File: config.mk
export PLATFORM = sky130hd
export DESIGN_NAME = decoder_scan_sequencer
export DESIGN_NICKNAME = d
export VERILOG_FILES = /design/src/rtl/decoder_scan_sequencer.sv
export SDC_FILE = /design/constraint.sdc
export NUM_CORES = 1
export LEC_CHECK = 0
export BUFFER_PORTS_ARGS = -buffer_cell sky130_fd_sc_hd__buf_4
export CAP_MARGIN = 20
export CELL_PAD_IN_SITES_DETAIL_PLACEMENT = 0
export CELL_PAD_IN_SITES_GLOBAL_PLACEMENT = 1
export CORE_MARGIN = 2
export CORE_UTILIZATION = 45
export DETAILED_ROUTE_END_ITERATION = 7
export PLACE_DENSITY_LB_ADDON = 0.1
export SLEW_MARGIN = 30
export SYNTH_ARGS = -nofsm -noshare
export SYNTH_HDL_FRONTEND = slang
export SYNTH_SLANG_ARGS = --single-unit
File: constraint.sdc
create_clock -name Clk -period 2.4 [get_ports Clk]
set_input_delay 0.24 -clock Clk [delete_from_list [all_inputs] [get_ports Clk]]
set_output_delay 0.24 -clock Clk [all_outputs]
set_load 0.02 [all_outputs]
File: src/rtl/decoder_scan_sequencer.sv
// decoder_scan_sequencer: drives the two select lines of a 2-to-4 decoder,
// either free-running (one code step every PRESCALE clocks) or single-stepped
// from the rising edge of Step.
// Latency: code, Valid and Wrap update on the edge that performs the advance;
//          every output comes straight from a flop, so no input-to-output path.
// Backpressure: none; Step is a four-phase handshake acknowledged by Step_ack.
//
// Ports:
//   Clk      in   rising-edge clock
//   Rst      in   asynchronous active-high reset
//   Run      in   level enable for free-running scan
//   Step     in   single-step request (rising edge advances once)
//   Dir      in   0 = count up, 1 = count down (sampled at the advance edge)
//   In1/In2  out  registered select code, In1 is the MSB
//   Valid    out  one-cycle pulse in the cycle after each code change
//   Wrap     out  pulse alongside Valid when the change was 3->0 or 0->3
//   Step_ack out  high while a step handshake is in progress
//
// PRESCALE must lie in 1..255; the prescaler is 8 bits wide.

module decoder_scan_sequencer #(
    parameter int PRESCALE = 4
) (
    input  logic Clk,
    input  logic Rst,
    input  logic Run,
    input  logic Step,
    input  logic Dir,
    output logic In1,
    output logic In2,
    output logic Valid,
    output logic Wrap,
    output logic Step_ack
);

    localparam logic [1:0] S_IDLE = 2'd0;
    localparam logic [1:0] S_RUN  = 2'd1;
    localparam logic [1:0] S_STEP = 2'd2;

    localparam logic [7:0] PRESCALE_LAST = 8'(PRESCALE - 1);

    logic [1:0] state_q, state_d;
    logic [7:0] presc_q, presc_d;
    logic [1:0] code_q,  code_d;
    logic       step_q,  step_d;
    logic       valid_q, valid_d;
    logic       wrap_q,  wrap_d;

    logic       rise;
    logic       advance;
    logic [1:0] code_next;
    logic       code_wraps;

    // Step history resets to 1 so a Step held high across reset release
    // does not look like a fresh request.
    assign rise = Step & ~step_q;

    // Next code and wrap flag for the current Dir; only used on an advance.
    always_comb begin
        code_next  = code_q;
        code_wraps = 1'b0;
        if (Dir) begin
            code_next  = code_q - 2'd1;
            code_wraps = (code_q == 2'd0);
        end else begin
            code_next  = code_q + 2'd1;
            code_wraps = (code_q == 2'd3);
        end
    end

    always_comb begin
        state_d = state_q;
        presc_d = presc_q;
        advance = 1'b0;
        step_d  = Step;

        case (state_q)
            S_IDLE: begin
                // Run has priority over a coincident step edge; the edge is dropped.
                if (Run) begin
                    state_d = S_RUN;
                    presc_d = 8'd0;
                end else if (rise) begin
                    advance = 1'b1;
                    state_d = S_STEP;
                end
            end

            S_RUN: begin
                // Losing Run wins even on the terminal prescaler count.
                if (!Run) begin
                    state_d = S_IDLE;
                    presc_d = 8'd0;
                end else if (presc_q == PRESCALE_LAST) begin
                    advance = 1'b1;
                    presc_d = 8'd0;
                end else begin
                    presc_d = presc_q + 8'd1;
                end
            end

            S_STEP: begin
                // Hold the acknowledge until the requester drops Step; Run is
                // deliberately not looked at here.
                if (!Step) begin
                    state_d = S_IDLE;
                end
            end

            default: begin
                state_d = S_IDLE;
                presc_d = 8'd0;
            end
        endcase

        code_d  = advance ? code_next : code_q;
        valid_d = advance;
        wrap_d  = advance & code_wraps;
    end

    always_ff @(posedge Clk or posedge Rst) begin
        if (Rst) begin
            state_q <= S_IDLE;
            presc_q <= 8'd0;
            code_q  <= 2'd0;
            step_q  <= 1'b1;
            valid_q <= 1'b0;
            wrap_q  <= 1'b0;
        end else begin
            state_q <= state_d;
            presc_q <= presc_d;
            code_q  <= code_d;
            step_q  <= step_d;
            valid_q <= valid_d;
            wrap_q  <= wrap_d;
        end
    end

    assign In1      = code_q[1];
    assign In2      = code_q[0];
    assign Valid    = valid_q;
    assign Wrap     = wrap_q;
    assign Step_ack = (state_q == S_STEP);

endmodule

==> flow_metrics.env, run 1 <==
export IMPL_wl_per_cell_um=13.4
export IMPL_hold_viol_final=0
export IMPL_final_max_slew_viol_count=0
export IMPL_path_clk_slew_ns=0.08
export IMPL_cp_top_family="simple AND/OR/NAND/NOR gates"
export IMPL_fin_nets=92
export IMPL_path_cells="ha_1, nor4b_4, a21o_2, or3_1, o21ai_0"
export IMPL_cts_made_buffers=3
export IMPL_synth_edf_count=0
export IMPL_tns_ns=0
export IMPL_cts_sinks=15
export IMPL_root_buffer="clkbuf_4"
export IMPL_rsz0062_at_grt="no"
export IMPL_first_global_vias=549
export IMPL_multi_input_area_um2=365
export IMPL_placeableCoreArea_um2=1540
export IMPL_synth_avg_cell_area_um2=10.5
export IMPL_dpl_cell_count=97
export IMPL_gr_total_overflow=0
export IMPL_cts_resized=0
export IMPL_slew_headroom_pct=62.9
export IMPL_yosysSeqAreaShare_pct=50.0
export IMPL_end_kind="flip-flop"
export IMPL_total_power_uw=602
export IMPL_setup_viol=0
export IMPL_gr_usage_met1_pct=24.0
export IMPL_busiest_layer="met2"
export IMPL_grt_use_met3_pct=2.40
export IMPL_seq_area_um2=377
export IMPL_ys_async_sr_fraction_pct=100
export IMPL_clockBufferDepth=2
export IMPL_die_y_um=44.9
export IMPL_fin_crit_sh_pct=67.0
export IMPL_synth_main_ff_cell="dfrtp_1"
export IMPL_synth_cells=72
export IMPL_grt_max_degree=16
export IMPL_worstSetupPathType="flip-flop to flip-flop"
export IMPL_antenna_cells=0
export IMPL_dieArea_um2=2020
export IMPL_area_delta_synth_final_pct=15.1
export IMPL_cts_tree="yes"
export IMPL_place_area_um2=841
export IMPL_synth_nets=78
export IMPL_slowest_delay_ns=0.42
export IMPL_first_pass_iters=4
export IMPL_min_path_type="input port to async pin"
export IMPL_clkLatencyLatePin_ns=0.28
export IMPL_final_cell_area_um2=867
export IMPL_vias_per_cell=5.73
export IMPL_drt_iter0_drc=13
export IMPL_syn_area_um2=753
export IMPL_dp_hpwl_um=994
export IMPL_cts_hold_buf=0
export IMPL_ys_ff_latch=15
export IMPL_htree_num_levels=1
export IMPL_vias=579
export IMPL_maxCapViolations=0
export IMPL_fin_util_pct=56.3
export IMPL_finClkSkew_ns=0.00262
export IMPL_drc=0
export IMPL_antenna_found_initial=0
export IMPL_crit_fanout=7
export IMPL_required_ns=2.59
export IMPL_die_w_um=44.9
export IMPL_place_gp_congestion=0.754
export IMPL_grtUsageTotal_pct=17.0
export IMPL_timing_fmax_mhz=622
export IMPL_portBuffers=9
export IMPL_use_met2_pct=24.6
export IMPL_fill_cells=141
export IMPL_grt_pass1_wl_um=2460
export IMPL_leakage_uw=0.000398
export IMPL_crit_slowest_cell="dfrtp_1"
export IMPL_ant_nets=0
export IMPL_num_rows=14
export IMPL_cp_buffers_inverters=0
export IMPL_arrival_ns=1.80
export IMPL_ir_drop_uv=423
export IMPL_ys_warn_count=0
export IMPL_ioPinCount=10
export IMPL_cp_start_kind="flip-flop"
export IMPL_post_cts_buffers=0
export IMPL_layout_cells_non_filler=101
export IMPL_drive_gt1_share_pct=27.1
export IMPL_outcome="completed"
export IMPL_routed_wl_um=1360
export IMPL_synth_cell_types=31
export IMPL_start_util_pct=48.9
export IMPL_power_density_nw_per_um2=695
export IMPL_layout_min_cycle_time_ns=1.61
export IMPL_worst_slew_pin_slew_ns=0.556
==> layout by cell type (no fill, tap or decap), drive strengths merged <==
cell and n:
o21ai 2, and2 1, nor2 7, dfrtp 14, nor3 5, nor3b 1
nand2 5, a21o 5, nand4 1, o22ai 1, a22o 1, dfstp 1
and4 1, nand3b 1, inv 3, a21oi 5, nor4b 2, a31oi 1
nand3 5, xor2 2, nor2b 2, buf 9, o221a 1, xnor2 1
ha 1, or3 2, clkbuf 4, or2 1
==> metal layers <==
metal	wire (um)	part of all wire, %	up-vias
met5	0	0	-
met4	37	2.7	0
met3	46	3.4	7
met2	582	43	12
met1	688	51	276
li1	-	-	284
==> kinds of logic after synthesis <==
kind of cell / synth area share [%]
adder cells (fa/ha/maj): 1.66
AO/OA/AOI/OAI: 15.6
AND/OR/NAND/NOR: 27.7
XOR/XNOR: 3.49
buffers and inverters: 1.49
flip-flops: 50.0
==> metrics by stage <==
stage	hold WS [ns]	worst slack (ns)
floorplan	0.141	0.929
global placement	0.324	0.859
detailed placement	0.339	0.817
CTS	0.0269	0.796
global route	0.0533	0.715
finish	0.00284	0.793
==> state kept, by name (all words and copies together), names as in the netlist <==
signal   cells
Valid        1
Wrap         1
code_q       2
presc_q      8
state_q      2
step_q       1
==> power by group <==
group | leakage (uW) | switching [uW] | internal (uW) | total (uW)
Sequential | 0.000198 | 40.3 | 282 | 322
Clock | 0.0000150 | 78.3 | 64.6 | 143
Combinational | 0.000185 | 72.9 | 64.8 | 138
Total | 0.000398 | 191 | 411 | 602
==> cells in the mapped netlist, types with 3 or more instances <==
master	number	share of area, %
dfrtp_1	14	47
nor2_1	6	3.0
nand2_1	5	2.5
nand3_1	5	3.3
a21oi_1	4	2.7
a21o_1	3	3.0
inv_1	3	1.5
nor3_1	3	2.0
==> final timing paths <==
| path | startpoint | endpoint | slack (ns) | cells past startpoint |
|---|---|---|---|---|
| max | presc_q[0] | presc_q[7] | 0.79 | 5 |
| min | Rst | presc_q[7] | 0.003 | 2 |
| max reg2reg | presc_q[0] | presc_q[7] | 0.79 | 5 |
| min reg2reg | code_q[1] | code_q[1] | 0.53 | 1 |
| max in group asynchronous | Rst | step_q | 2.03 | 2 |
| min in group Clk | Step | step_q | 0.07 | 1 |
==> area by class of cell <==
| class | instances | share of cell area, % |
|---|---|---|
| sequential | 15 | 43.4 |
| multi-input combinational | 54 | 42.1 |
| timing repair buffer | 9 | 7.79 |
| clock buffer | 4 | 3.03 |
| tap | 16 | 2.31 |
| inverter | 3 | 1.30 |
Note: power is estimated with default switching activity, not from simulation.
==> run 2: changes to the inputs <==
--- a/config.mk
+++ b/config.mk
@@ -10,7 +10,7 @@
 export CELL_PAD_IN_SITES_DETAIL_PLACEMENT = 0
 export CELL_PAD_IN_SITES_GLOBAL_PLACEMENT = 1
 export CORE_MARGIN = 2
-export CORE_UTILIZATION = 45
+export CORE_UTILIZATION = 38
 export DETAILED_ROUTE_END_ITERATION = 7
 export PLACE_DENSITY_LB_ADDON = 0.1
 export SLEW_MARGIN = 30
==> constraint.sdc (replaced) <==
create_clock -name Clk -period 1.4 [get_ports Clk]
set_input_delay 0.14 -clock Clk [delete_from_list [all_inputs] [get_ports Clk]]
set_output_delay 0.14 -clock Clk [all_outputs]
set_load 0.02 [all_outputs]
==> run 2 against run 1 <==
Net effect:
- the flow now finishes with violations (negative setup slack)
- first-iteration DRC count increased by 38%
- clock power up 68%
- utilization fell by 2.5 points
- flip-flop and latch count unchanged
- die area grew 17%
- register-to-register slack got worse by 0.88 ns
- global-route usage down 1.5 points
- fmax up 8.4%
- routed wire length grew 8.0%
- critical path depth unchanged
- clock skew fell by 0.00056 ns
==> flow_metrics.env, run 2 (synthesis results as in run 1) <==
export IMPL_crit_fanout=7
export IMPL_routed_wl_um=1460
export IMPL_wl_per_cell_um=11.3
export IMPL_worstSetupPathType="flip-flop to flip-flop"
export IMPL_gr_total_overflow=0
export IMPL_ant_nets=0
export IMPL_clockBufferDepth=2
export IMPL_outcome="finished, violations left"
export IMPL_arrival_ns=1.66
export IMPL_regMostFlops="presc_q"
export IMPL_dp_hpwl_um=1130
export IMPL_min_path_type="input port to flip-flop"
export IMPL_first_pass_iters=4
export IMPL_fin_util_pct=53.7
export IMPL_fin_crit_sh_pct=106
export IMPL_drive_gt1_share_pct=38.8
export IMPL_grtUsageTotal_pct=15.5
export IMPL_portBuffers=9
export IMPL_fin_nets=110
export IMPL_die_y_um=48.5
export IMPL_die_w_um=48.5
export IMPL_clkLatencyLatePin_ns=0.27
export IMPL_rrSetupSlack_ns=-0.08
export IMPL_slew_headroom_pct=61.2
export IMPL_violations="negative setup slack"
export IMPL_dieArea_um2=2350
export IMPL_grt_pass1_wl_um=2800
export IMPL_final_common_cell="buf_4"
export IMPL_cts_tree="yes"
export IMPL_hold_viol_final=0
export IMPL_required_ns=1.58
export IMPL_grt_max_degree=16
export IMPL_final_max_slew_viol_count=0
export IMPL_vias=618
export IMPL_setup_viol=7
export IMPL_placeableCoreArea_um2=1920
export IMPL_drt_iter0_drc=18
export IMPL_num_rows=16
export IMPL_layout_cells_non_filler=130
export IMPL_place_gp_congestion=0.744
export IMPL_largest_reg_flops=8
export IMPL_layout_min_cycle_time_ns=1.48
export IMPL_rsz0062_at_grt="yes"
export IMPL_cts_made_buffers=3
export IMPL_start_util_pct=39.2
export IMPL_top_regs="presc_q: 8 flops, code_q: 2 flops, state_q: 2 flops"
export IMPL_cts_sinks=15
export IMPL_power_density_nw_per_um2=1040
export IMPL_root_buffer="clkbuf_4"
export IMPL_worst_slew_pin_slew_ns=0.582
export IMPL_end_kind="flip-flop"
export IMPL_post_cts_buffers=0
export IMPL_ir_drop_uv=547
export IMPL_layout_common_cells="buf_4 (25), dfrtp_1 (14), nor2_1 (6)"
export IMPL_antenna_found_initial=0
export IMPL_first_global_vias=635
export IMPL_area_delta_synth_final_pct=37.0
export IMPL_dpl_cell_count=124
export IMPL_htree_num_levels=1
export IMPL_path_clk_slew_ns=0.08
export IMPL_drc=0
export IMPL_fin_ws_ns=-0.0822
export IMPL_timing_fmax_mhz=675
export IMPL_maxCapViolations=0
export IMPL_cp_start_kind="flip-flop"
export IMPL_ioPinCount=10
export IMPL_finClkSkew_ns=0.00206
export IMPL_total_power_uw=1070
export IMPL_antenna_cells=0
export IMPL_leakage_uw=0.000487
export IMPL_vias_per_cell=4.75
run 2: path summary, 6_finish.rpt:
| kind | end | start | cells past startpoint |
|---|---|---|---|
| hold reg to reg | code_q[1] | code_q[1] | 1 |
| setup reg to reg | presc_q[3] | presc_q[1] | 5 |
| max in group asynchronous | presc_q[5] | Rst | 3 |
| setup / recovery | presc_q[3] | presc_q[1] | 5 |
| min in group asynchronous | presc_q[0] | Rst | 3 |
| hold / removal | state_q[1] | Step | 2 |
run 2: worst max-delay path, cell delays in order, from the launching register on:
cell,delay (ns)
dfrtp_1,0.36
ha_2,0.20
nor4b_4,0.28
a21oi_2,0.16
a21o_1,0.20
a21o_2,0.17
run 2: power breakdown:
group          internal, uW  leakage (uW)  switching, uW
clock                   110     0.0000150            129
sequential              483      0.000198           55.8
combinational           149      0.000274            142
run 2: area by class of cell:
class | instances | area (um2)
tap | 27 | 33.8
fill | 190 | 890
inverter | 3 | 11.3
timing repair buffer | 27 | 208
sequential | 15 | 377
multi-input combinational | 54 | 377
clock buffer | 4 | 26.3
run 2: repair_timing:
item	in CTS	in global routing
gates resized for setup	1	0
setup endpoints to repair	8	11
hold endpoints to repair	15	0
hold buffers	2	0
pin swaps	1	0
run 2: layer usage:
metal / part of all wire (%) / GRT usage, % / up-vias
met2: 48 / 25.2 / 7
met5: 0 / 0 / -
met3: 4.2 / 6.17 / 0
met4: 0 / 2.86 / 0
li1: - / - / 324
met1: 47 / 19.8 / 287
run 2: per-stage QoR:
stage / cell area, um2 / setup slack (ns) / hold slack [ns] / setup TNS, ns
global placement: 977 / -0.0482 / 0.234 / -0.191
global route: 1030 / -0.191 / 0.114 / -1.57
floorplan: 756 / -0.0431 / 0.0408 / -0.0967
CTS: 1030 / -0.0868 / 0.129 / -0.454
finish: 1030 / -0.0822 / 0.139 / -0.387
detailed placement: 977 / -0.0688 / 0.241 / -0.330
==> run 3: changes to the inputs <==
--- a/config.mk
+++ b/config.mk
@@ -5,12 +5,13 @@
 export SDC_FILE = /design/constraint.sdc
 export NUM_CORES = 1
 export LEC_CHECK = 0
+export ABC_AREA = 1
 export BUFFER_PORTS_ARGS = -buffer_cell sky130_fd_sc_hd__buf_4
 export CAP_MARGIN = 20
 export CELL_PAD_IN_SITES_DETAIL_PLACEMENT = 0
 export CELL_PAD_IN_SITES_GLOBAL_PLACEMENT = 1
 export CORE_MARGIN = 2
-export CORE_UTILIZATION = 38
+export CORE_UTILIZATION = 36
 export DETAILED_ROUTE_END_ITERATION = 7
 export PLACE_DENSITY_LB_ADDON = 0.1
 export SLEW_MARGIN = 30
==> run 3 against run 2 <==
Net effect:
- clock-buffer cell count decreased by 1
- utilization decreased by 7.8 points
- the flow now finishes without violations
- largest cell class is now multi-input gates
- hold slack improved by 0.013 ns
- sequential share of layout area increased by 0.95 points
- critical path type unchanged
- largest power group unchanged
- combinational power increased by 22%
- sequential power increased by 2%
==> flow_metrics.env, run 3 <==
export IMPL_arrival_ns=1.48
export IMPL_min_path_type="input port to flip-flop"
export IMPL_rsz0062_at_grt="no"
export IMPL_portBuffers=9
export IMPL_first_global_vias=698
export IMPL_die_y_um=51.8
export IMPL_cts_tree="yes"
export IMPL_ioPinCount=10
export IMPL_outcome="completed"
export IMPL_vias=750
export IMPL_antenna_found_initial=0
export IMPL_antenna_cells=0
export IMPL_rrSetupSlack_ns=0.08
export IMPL_final_max_slew_viol_count=0
export IMPL_fin_util_pct=45.9
export IMPL_clkLatencyLatePin_ns=0.28
export IMPL_ant_nets=0
export IMPL_synth_cell_types=19
export IMPL_final_common_cell="nand2_1"
export IMPL_slew_headroom_pct=61.3
export IMPL_synth_area_leaders="dfrtp_1 (43%), nand2_1 (14%), nand3_1 (7.9%)"
export IMPL_fin_nets=135
export IMPL_dp_hpwl_um=1280
export IMPL_synth_cells=109
export IMPL_placeableCoreArea_um2=2190
export IMPL_place_gp_congestion=0.757
export IMPL_wl_per_cell_um=10.4
export IMPL_end_kind="flip-flop"
export IMPL_layout_common_cells="nand2_1 (31), dfrtp_1 (14), nor2_1 (13), nand3_1 (13), buf_4 (13)"
export IMPL_worst_slew_pin_slew_ns=0.580
export IMPL_top_regs="presc_q: 8 flops, code_q: 2 flops, state_q: 2 flops"
export IMPL_fin_crit_sh_pct=94.0
export IMPL_cts_sinks=15
export IMPL_synth_edf_count=0
export IMPL_drc=0
export IMPL_layout_cells_non_filler=156
export IMPL_drt_iter0_drc=11
export IMPL_dpl_cell_count=149
export IMPL_path_clk_slew_ns=0.10
export IMPL_syn_area_um2=821
export IMPL_clockBufferDepth=2
export IMPL_ys_async_sr_fraction_pct=100
export IMPL_cp_start_kind="flip-flop"
export IMPL_multi_input_area_um2=393
export IMPL_drive_gt1_share_pct=25.0
export IMPL_synth_top_cell_by_area="dfrtp_1"
export IMPL_seq_area_um2=377
export IMPL_hold_slack_ns=0.153
export IMPL_grt_pass1_wl_um=2950
export IMPL_htree_num_levels=1
export IMPL_synth_nets=115
export IMPL_gr_total_overflow=0
export IMPL_hold_viol_final=0
export IMPL_regMostFlops="presc_q"
export IMPL_synth_common_cells="nand2_1 (31), dfrtp_1 (14), nand3_1 (13), nor2_1 (13), inv_1 (10)"
export IMPL_cts_made_buffers=3
export IMPL_num_rows=17
export IMPL_setup_viol=0
export IMPL_synth_main_ff_cell="dfrtp_1"
export IMPL_finClkSkew_ns=0.00853
export IMPL_routed_wl_um=1630
export IMPL_layout_min_cycle_time_ns=1.32
export IMPL_yosysMostFrequentCell="nand2_1"
export IMPL_dieArea_um2=2680
export IMPL_timing_fmax_mhz=760
export IMPL_grt_max_degree=16
export IMPL_root_buffer="clkbuf_4"
export IMPL_area_delta_synth_final_pct=22.6
export IMPL_start_util_pct=37.5
export IMPL_ys_warn_count=0
export IMPL_die_w_um=51.8
export IMPL_vias_per_cell=4.81
export IMPL_worstSetupPathType="flip-flop to flip-flop"
export IMPL_tns_ns=0
export IMPL_ir_drop_uv=689
export IMPL_required_ns=1.57
export IMPL_first_pass_iters=4
export IMPL_grtUsageTotal_pct=14.8
export IMPL_yosysSeqAreaShare_pct=45.9
export IMPL_power_density_nw_per_um2=1150
export IMPL_crit_fanout=4
export IMPL_largest_reg_flops=8
export IMPL_synth_top_area_share_pct=42.7
export IMPL_fill_cells=227
export IMPL_leakage_uw=0.000506
export IMPL_maxCapViolations=0
export IMPL_ys_ff_latch=15
export IMPL_synth_avg_cell_area_um2=7.53
==> run 3: cell types whose count changed in the layout (fill, tap and decap cells not counted), sizes merged, moves of 6 or more <==
cell   previous run  this run
buf              25        13
inv               3        15
nand2             5        34
nand3             5        13
nor2              7        17
o21ai             2         8
==> run 3: repair_timing <==
| action | 4_1_cts | 5_1_grt |
|---|---|---|
| hold endpoints to repair | 15 | 0 |
| buffers inserted | 0 | 1 |
| hold buffers | 2 | 0 |
| endpoints found under the setup margin | 0 | 6 |
| gates resized for setup | 0 | 1 |
==> run 3: power by group <==
group | switching [uW] | internal, uW | leakage [uW]
logic | 204 | 149 | 0.000289
clock network | 143 | 106 | 0.0000177
registers | 63.2 | 486 | 0.000199
==> run 3: final timing paths <==
| check | startpoint | to | depth (start not counted) |
|---|---|---|---|
| min | Dir | code_q[1] | 4 |
| max reg2reg | presc_q[1] | presc_q[2] | 6 |
| min reg2reg | presc_q[0] | presc_q[0] | 1 |
| max | presc_q[1] | presc_q[2] | 6 |
| max in group asynchronous | Rst | presc_q[2] | 3 |
| min in group asynchronous | Rst | code_q[0] | 3 |
==> run 3: logic make-up after synthesis <==
group                    Yosys count  share of synthesized area, %
AO/OA/AOI/OAI                     10                          7.93
AND/OR/NAND/NOR                   67                          36.7
adder cells (fa/ha/maj)            1                          1.52
buffers and inverters             15                          6.86
XOR/XNOR                           1                          1.07
flip-flops                        15                          45.9
==> run 3: metrics by stage <==
step / setup WS (ns) / area (um2) / total power, uW
finish: 0.0836 / 1010 / 1150
global route: 0.00374 / 1010 / 1240
CTS: 0.0553 / 993 / 1160
detailed placement: 0.0803 / 946 / 896
global placement: 0.0972 / 946 / 891
floorplan: 0.197 / 821 / 779
==> run 3: worst max-delay path, stage by stage (launching register included) <==
cell	delay (ns)
dfrtp_1	0.40
ha_1	0.20
nand3_1	0.15
nor2_4	0.17
nor2_2	0.06
nor2_2	0.15
nor2_1	0.06
==> run 3: final cells by class <==
class                   instances  area share, %
inverters                      15           5.60
clock buffers                   3           2.24
clock inverters                 1          0.498
flip-flops and latches         15           37.4
well taps                      28           3.48
repair buffers                 15           11.7
multi-input cells              79           39.1
==> run 3: per-layer routing <==
layer | vias to the layer above | share of wire [%] | global-route usage, %
li1 | 386 | - | -
met1 | 351 | 48 | 19.1
met2 | 11 | 48 | 24.8
met3 | 2 | 2.6 | 2.59
met4 | 0 | 0.80 | 5.26
met5 | - | 0 | 0
